==> src/rtl/axis_slave_sink.sv <==
// AXI4-Stream sink: FWFT capture FIFO, beat/packet counters, sticky protocol error; beats readable right after acceptance.
// tready drops while full (no pass-through); define AXIS_SINK_THROTTLE_EN for LFSR-driven pseudo-random backpressure.
module axis_slave_sink #(
  parameter int DATA_WIDTH = 32,
  parameter int DEST_WIDTH = 1,
  parameter int USER_WIDTH = 1,
  parameter int DEPTH      = 16
) (
  input  logic                      aclk,
  input  logic                      aresetn,
  input  logic                      s_axis_tvalid,
  output logic                      s_axis_tready,
  input  logic [DATA_WIDTH-1:0]     s_axis_tdata,
  input  logic [DATA_WIDTH/8-1:0]   s_axis_tstrb,
  input  logic [DATA_WIDTH/8-1:0]   s_axis_tkeep,
  input  logic                      s_axis_tlast,
  input  logic                      s_axis_tid,
  input  logic [DEST_WIDTH-1:0]     s_axis_tdest,
  input  logic [USER_WIDTH-1:0]     s_axis_tuser,
  output logic                      rd_valid,
  input  logic                      rd_ready,
  output logic [DATA_WIDTH-1:0]     rd_tdata,
  output logic [DATA_WIDTH/8-1:0]   rd_tkeep,
  output logic                      rd_tlast,
  output logic [USER_WIDTH-1:0]     rd_tuser,
  output logic [$clog2(DEPTH):0]    level,
  output logic [31:0]               beat_count,
  output logic [15:0]               pkt_count,
  output logic                      proto_err
);
  localparam int KW = DATA_WIDTH / 8;
  localparam int PW = $clog2(DEPTH);
  localparam int LW = PW + 1;

  typedef struct packed {
    logic [DATA_WIDTH-1:0] tdata;
    logic [KW-1:0]         tkeep;
    logic                  tlast;
    logic [USER_WIDTH-1:0] tuser;
  } entry_t;

  entry_t        mem_q [DEPTH];
  entry_t        wr_entry;
  entry_t        rd_entry;
  logic [PW-1:0] wr_ptr_q, wr_ptr_d;
  logic [PW-1:0] rd_ptr_q, rd_ptr_d;
  logic [LW-1:0] level_q, level_d;
  logic [31:0]   beat_count_q, beat_count_d;
  logic [15:0]   pkt_count_q, pkt_count_d;
  logic          proto_err_q, proto_err_d;
  logic          ready_en_q, ready_en_d;
  logic          full, empty, throttle_ok, push, pop, bad_beat;

  // Stream ID and routing are observed but never stored.
  logic          unused_sideband;
  assign unused_sideband = ^{s_axis_tid, s_axis_tdest};

`ifdef AXIS_SINK_THROTTLE_EN
  logic [7:0] lfsr_q, lfsr_d;

  always_comb begin
    lfsr_d = lfsr_q;
    if (ready_en_q) begin
      lfsr_d = {lfsr_q[6:0], lfsr_q[7] ^ lfsr_q[5] ^ lfsr_q[4] ^ lfsr_q[3]};
    end
  end

  always_ff @(posedge aclk or negedge aresetn) begin
    if (!aresetn) begin
      lfsr_q <= 8'hFF;
    end else begin
      lfsr_q <= lfsr_d;
    end
  end

  assign throttle_ok = (lfsr_q[1:0] != 2'b00);
`else
  assign throttle_ok = 1'b1;
`endif

  assign full          = (level_q == LW'(DEPTH));
  assign empty         = (level_q == '0);
  assign s_axis_tready = ready_en_q && !full && throttle_ok;
  assign push          = s_axis_tvalid && s_axis_tready;
  assign pop           = !empty && rd_ready;
  assign bad_beat      = (|(s_axis_tstrb & ~s_axis_tkeep)) || (s_axis_tkeep == '0);

  always_comb begin
    wr_entry.tdata = s_axis_tdata;
    wr_entry.tkeep = s_axis_tkeep;
    wr_entry.tlast = s_axis_tlast;
    wr_entry.tuser = s_axis_tuser;
  end

  always_comb begin
    ready_en_d   = 1'b1;
    wr_ptr_d     = wr_ptr_q;
    rd_ptr_d     = rd_ptr_q;
    level_d      = level_q;
    beat_count_d = beat_count_q;
    pkt_count_d  = pkt_count_q;
    proto_err_d  = proto_err_q;
    if (push) begin
      wr_ptr_d     = wr_ptr_q + PW'(1);
      beat_count_d = beat_count_q + 32'd1;
      if (s_axis_tlast) pkt_count_d = pkt_count_q + 16'd1;
      if (bad_beat) proto_err_d = 1'b1;
    end
    if (pop) rd_ptr_d = rd_ptr_q + PW'(1);
    case ({push, pop})
      2'b10:   level_d = level_q + LW'(1);
      2'b01:   level_d = level_q - LW'(1);
      default: level_d = level_q;
    endcase
  end

  always_ff @(posedge aclk or negedge aresetn) begin
    if (!aresetn) begin
      ready_en_q   <= 1'b0;
      wr_ptr_q     <= '0;
      rd_ptr_q     <= '0;
      level_q      <= '0;
      beat_count_q <= '0;
      pkt_count_q  <= '0;
      proto_err_q  <= 1'b0;
    end else begin
      ready_en_q   <= ready_en_d;
      wr_ptr_q     <= wr_ptr_d;
      rd_ptr_q     <= rd_ptr_d;
      level_q      <= level_d;
      beat_count_q <= beat_count_d;
      pkt_count_q  <= pkt_count_d;
      proto_err_q  <= proto_err_d;
    end
  end

  // Storage is deliberately not reset; rd_* is only meaningful with rd_valid.
  always_ff @(posedge aclk) begin
    if (push) mem_q[wr_ptr_q] <= wr_entry;
  end

  assign rd_entry   = mem_q[rd_ptr_q];
  assign rd_valid   = !empty;
  assign rd_tdata   = rd_entry.tdata;
  assign rd_tkeep   = rd_entry.tkeep;
  assign rd_tlast   = rd_entry.tlast;
  assign rd_tuser   = rd_entry.tuser;
  assign level      = level_q;
  assign beat_count = beat_count_q;
  assign pkt_count  = pkt_count_q;
  assign proto_err  = proto_err_q;

endmodule
==> config.mk <==
export PLATFORM = sky130hd
export DESIGN_NAME = axis_slave_sink
export DESIGN_NICKNAME = d
export VERILOG_FILES = /design/src/rtl/axis_slave_sink.sv
export SDC_FILE = /design/constraint.sdc
export NUM_CORES = 1
export LEC_CHECK = 0
export ABC_CLOCK_PERIOD_IN_PS = 3700
export CELL_PAD_IN_SITES_DETAIL_PLACEMENT = 0
export CELL_PAD_IN_SITES_GLOBAL_PLACEMENT = 1
export CORE_UTILIZATION = 42
export CTS_BUF_LIST = sky130_fd_sc_hd__clkbuf_4 sky130_fd_sc_hd__clkbuf_8 sky130_fd_sc_hd__clkbuf_16
export CTS_CLUSTER_SIZE = 20
export DETAILED_ROUTE_END_ITERATION = 8
export GPL_TIMING_DRIVEN = 0
export PLACE_DENSITY = 0.68
export SLEW_MARGIN = 20
export SYNTH_ARGS = -nofsm -noshare
export SYNTH_HDL_FRONTEND = slang
export SYNTH_SLANG_ARGS = --single-unit
==> constraint.sdc <==
create_clock -name aclk -period 3.7 [get_ports aclk]
set_clock_uncertainty 0.1 [all_clocks]
set_input_delay 0.74 -clock aclk [delete_from_list [all_inputs] [get_ports aclk]]
set_output_delay 0.74 -clock aclk [all_outputs]
set_load 0.01 [all_outputs]
==> impl_metrics.env <==
export IMPL_outcome="finished, final reports clean"
export IMPL_synth_area_leader_cell="edfxtp_1"
export IMPL_clkLatencyLatePin_ns=0.60
export IMPL_synth_avg_cell_area_um2=21.2
export IMPL_antenna_found_initial=1
export IMPL_cts_made_buffers=73
export IMPL_hold_path_class="register to register"
export IMPL_die_height_um=250
export IMPL_area_growth_pct=21.2
export IMPL_diodes=0
export IMPL_layout_nets=1506
export IMPL_ys_types=43
export IMPL_drtAntennaViolNets=0
export IMPL_synth_most_common_cell="edfxtp_1"
export IMPL_netlist_area_leader_share_pct=70.8
export IMPL_fmax_mhz=277
export IMPL_r2r_end="level[4]"
export IMPL_post_route_drc_count=0
export IMPL_synthTopCellsByCount="edfxtp_1, mux4_2, a22oi_1, nand2_1, dfrtp_1"
export IMPL_crit_type="register to output port"
export IMPL_final_period_utilization_pct=97.7
export IMPL_end_kind="output port"
export IMPL_fin_util_pct=51.7
export IMPL_yosysWarningCount=0
export IMPL_crit_fanout=10
export IMPL_wl_mm=56.5
export IMPL_synth_top_flop_cell="edfxtp_1"
export IMPL_viasPerCell=5.55
export IMPL_ir_drop_mv=0.365
export IMPL_design_die_area_mm2=0.0624
export IMPL_wire_per_inst_um=24.7
export IMPL_dp_hpwl_mm=33.2
export IMPL_yosysSeqAreaShare_pct=76.9
export IMPL_fp_row_count=90
export IMPL_worstSetupStartpoint="rd_ptr_q[0]"
export IMPL_dr_pass1_iters=4
export IMPL_start_util_pct=42.6
export IMPL_reg2regPathDepth=11
export IMPL_worst_pin_slew_ns=0.836
export IMPL_drt_initial_drc_count=1120
export IMPL_root_buffer="clkbuf_16"
export IMPL_required_ns=2.86
export IMPL_grt_ovfl_total=0
export IMPL_pre_cts_ws_ns=-0.174
export IMPL_grt_first_pass_wirelength_mm=84.7
export IMPL_dpl_cell_area_mm2=0.0285
export IMPL_h_tree_depth=3
export IMPL_ys_ff_latch=671
export IMPL_drive_gt1_share_pct=25.9
export IMPL_synthCells=1214
export IMPL_synth_fp_nets=1274
export IMPL_ios=142
export IMPL_fill_cells=4773
export IMPL_synth_area_leaders="edfxtp_1, mux4_2, dfrtp_1"
export IMPL_multiInputGateArea_mm2=0.00574
export IMPL_synth_edf_count=608
export IMPL_track_usage_pct=18.5
export IMPL_pwr_density_cell_mw_per_mm2=732
export IMPL_period_minus_slack_ns=3.61
export IMPL_dp_cells=2148
export IMPL_vias=12700
export IMPL_crit_end="rd_tdata[11]"
export IMPL_crit_arrival_ns=2.77
export IMPL_slew_viol_final=0
export IMPL_reg2reg_slack_ns=0.34
export IMPL_grt_max_degree=55
export IMPL_start_kind="register"
export IMPL_finalHoldViolCount=0
export IMPL_die_x_um=250
export IMPL_clkSinkCount=671
export IMPL_setup_viol=0
export IMPL_reg2reg_from="level[0]"
export IMPL_worst_slack_ns=0.0869
export IMPL_cap_violations=0
export IMPL_final_instance_count_excl_fill=2283
export IMPL_core_mm2=0.0605
export IMPL_rsz0062_at_grt="true"
export IMPL_power_leakage_uw=0.0106
export IMPL_clkTransAtPathRegs_ns=0.06
export IMPL_portBuffers=139
export IMPL_synth_area_mm2=0.0258
export IMPL_gp_congestion=0.706
export IMPL_slew_headroom_pct=44.1
export IMPL_ff_latch_area_mm2=0.0198
export IMPL_final_cell_area_mm2=0.0312
export IMPL_cts_buffer_depth=3
export IMPL_async_reset_ff_share_pct=9.39
export IMPL_cts_tree="yes"
export IMPL_grt_pass1_vias=13400
==> worst min-delay path by stage <==
stage	slack, ns	start	cells after the start	to
2_1_floorplan	0.34	aresetn	0	beat_count[0]
3_3_place_gp	0.34	proto_err	1	proto_err
3_5_place_dp	0.37	beat_count[31]	1	beat_count[31]
4_1_cts	0.38	beat_count[31]	1	beat_count[31]
5_1_grt	0.40	beat_count[31]	1	beat_count[31]
6_report	0.37	proto_err	1	proto_err
==> cell families after synthesis <==
kind of cell | count (synthesis) | share of synthesized area [%]
other | 1 | 0.0145
AOI/OAI and AO/OA | 92 | 2.68
and+or+nand+nor | 158 | 3.21
xor gates and xnor gates | 56 | 1.90
adders and majority gates | 12 | 0.612
buffers and inverters | 69 | 1.20
DFF | 671 | 76.9
muxes | 155 | 13.4
==> cell type report <==
| class | count | share of cell area (%) |
|---|---|---|
| timing repair buffer | 157 | 5.70 |
| buffer | 57 | 1.71 |
| clock buffer | 101 | 6.61 |
| inverter | 12 | 0.144 |
| clock inverter | 29 | 0.861 |
| multi-input combinational | 474 | 18.4 |
| sequential | 671 | 63.5 |
| tap | 782 | 3.13 |
==> cells in the final DEF (no fill, tap or decap), types with 9 or more instances in the layout <==
| cell type | n |
|---|---|
| dlygate4sd2_1 | 11 |
| edfxtp_1 | 608 |
| buf_12 | 15 |
| mux4_2 | 152 |
| xnor2_1 | 41 |
| nand4_1 | 9 |
| buf_6 | 13 |
| xor2_1 | 15 |
| a22oi_1 | 64 |
| nor2_1 | 10 |
| a22oi_2 | 12 |
| and2_4 | 12 |
| inv_1 | 11 |
| clkbuf_2 | 12 |
| buf_4 | 10 |
| clkbuf_4 | 33 |
| dlymetal6s2s_1 | 22 |
| clkdlybuf4s50_1 | 105 |
| nand2_1 | 68 |
| dfrtp_1 | 63 |
| clkbuf_16 | 74 |
| ha_1 | 11 |
| nand3_1 | 17 |
==> state kept, by name, indices dropped and copies added, names as in the netlist <==
| name | cells |
|---|---|
| beat_count | 32 |
| level | 5 |
| mem_q | 608 |
| pkt_count | 16 |
| proto_err | 1 |
| rd_ptr_q | 4 |
| ready_en_q | 1 |
| wr_ptr_q | 4 |
==> metal layers <==
| metal | global-route usage, % | up-vias | part of all wire, % |
|---|---|---|---|
| li1 | - | 5481 | - |
| met1 | 25.8 | 6730 | 43 |
| met2 | 29.4 | 385 | 48 |
| met3 | 4.40 | 84 | 6.5 |
| met4 | 4.94 | 2 | 1.8 |
| met5 | 0 | - | 0.030 |
==> worst max-delay path: stages (launching register included) <==
cell             delay (ns)
dfrtp_1                0.39
buf_12                 0.17
buf_16                 0.18
buf_16                 0.17
mux4_2                 0.51
a22oi_2                0.16
nand2_1                0.10
clkdlybuf4s50_1        0.48
==> stage by stage <==
stage / setup TNS, ns / hold WS [ns] / power [µW]
after floorplan: 0 / 0.344 / 13000
after global placement: -630.02 / 0.342 / 15700
after detailed placement: -1.00 / 0.368 / 15800
after CTS: -0.363 / 0.377 / 23100
after global routing: -0.0439 / 0.396 / 23800
final: 0 / 0.367 / 22900
==> power breakdown <==
part / switching [µW] / total (µW) / internal (µW)
Sequential: 240 / 8990 / 8750
Clock: 2870 / 7010 / 4140
Combinational: 3510 / 6860 / 3350
Total: 6630 / 22900 / 16200
==> timing repair <==
action	CTS	global route
hold buffers	1	0
setup buffers	1	3
gates resized for setup	102	53
pin swaps	0	1
setup endpoints to repair	38	26
hold endpoints to repair	9	0
Note: power is estimated with default switching activity, not from simulation.
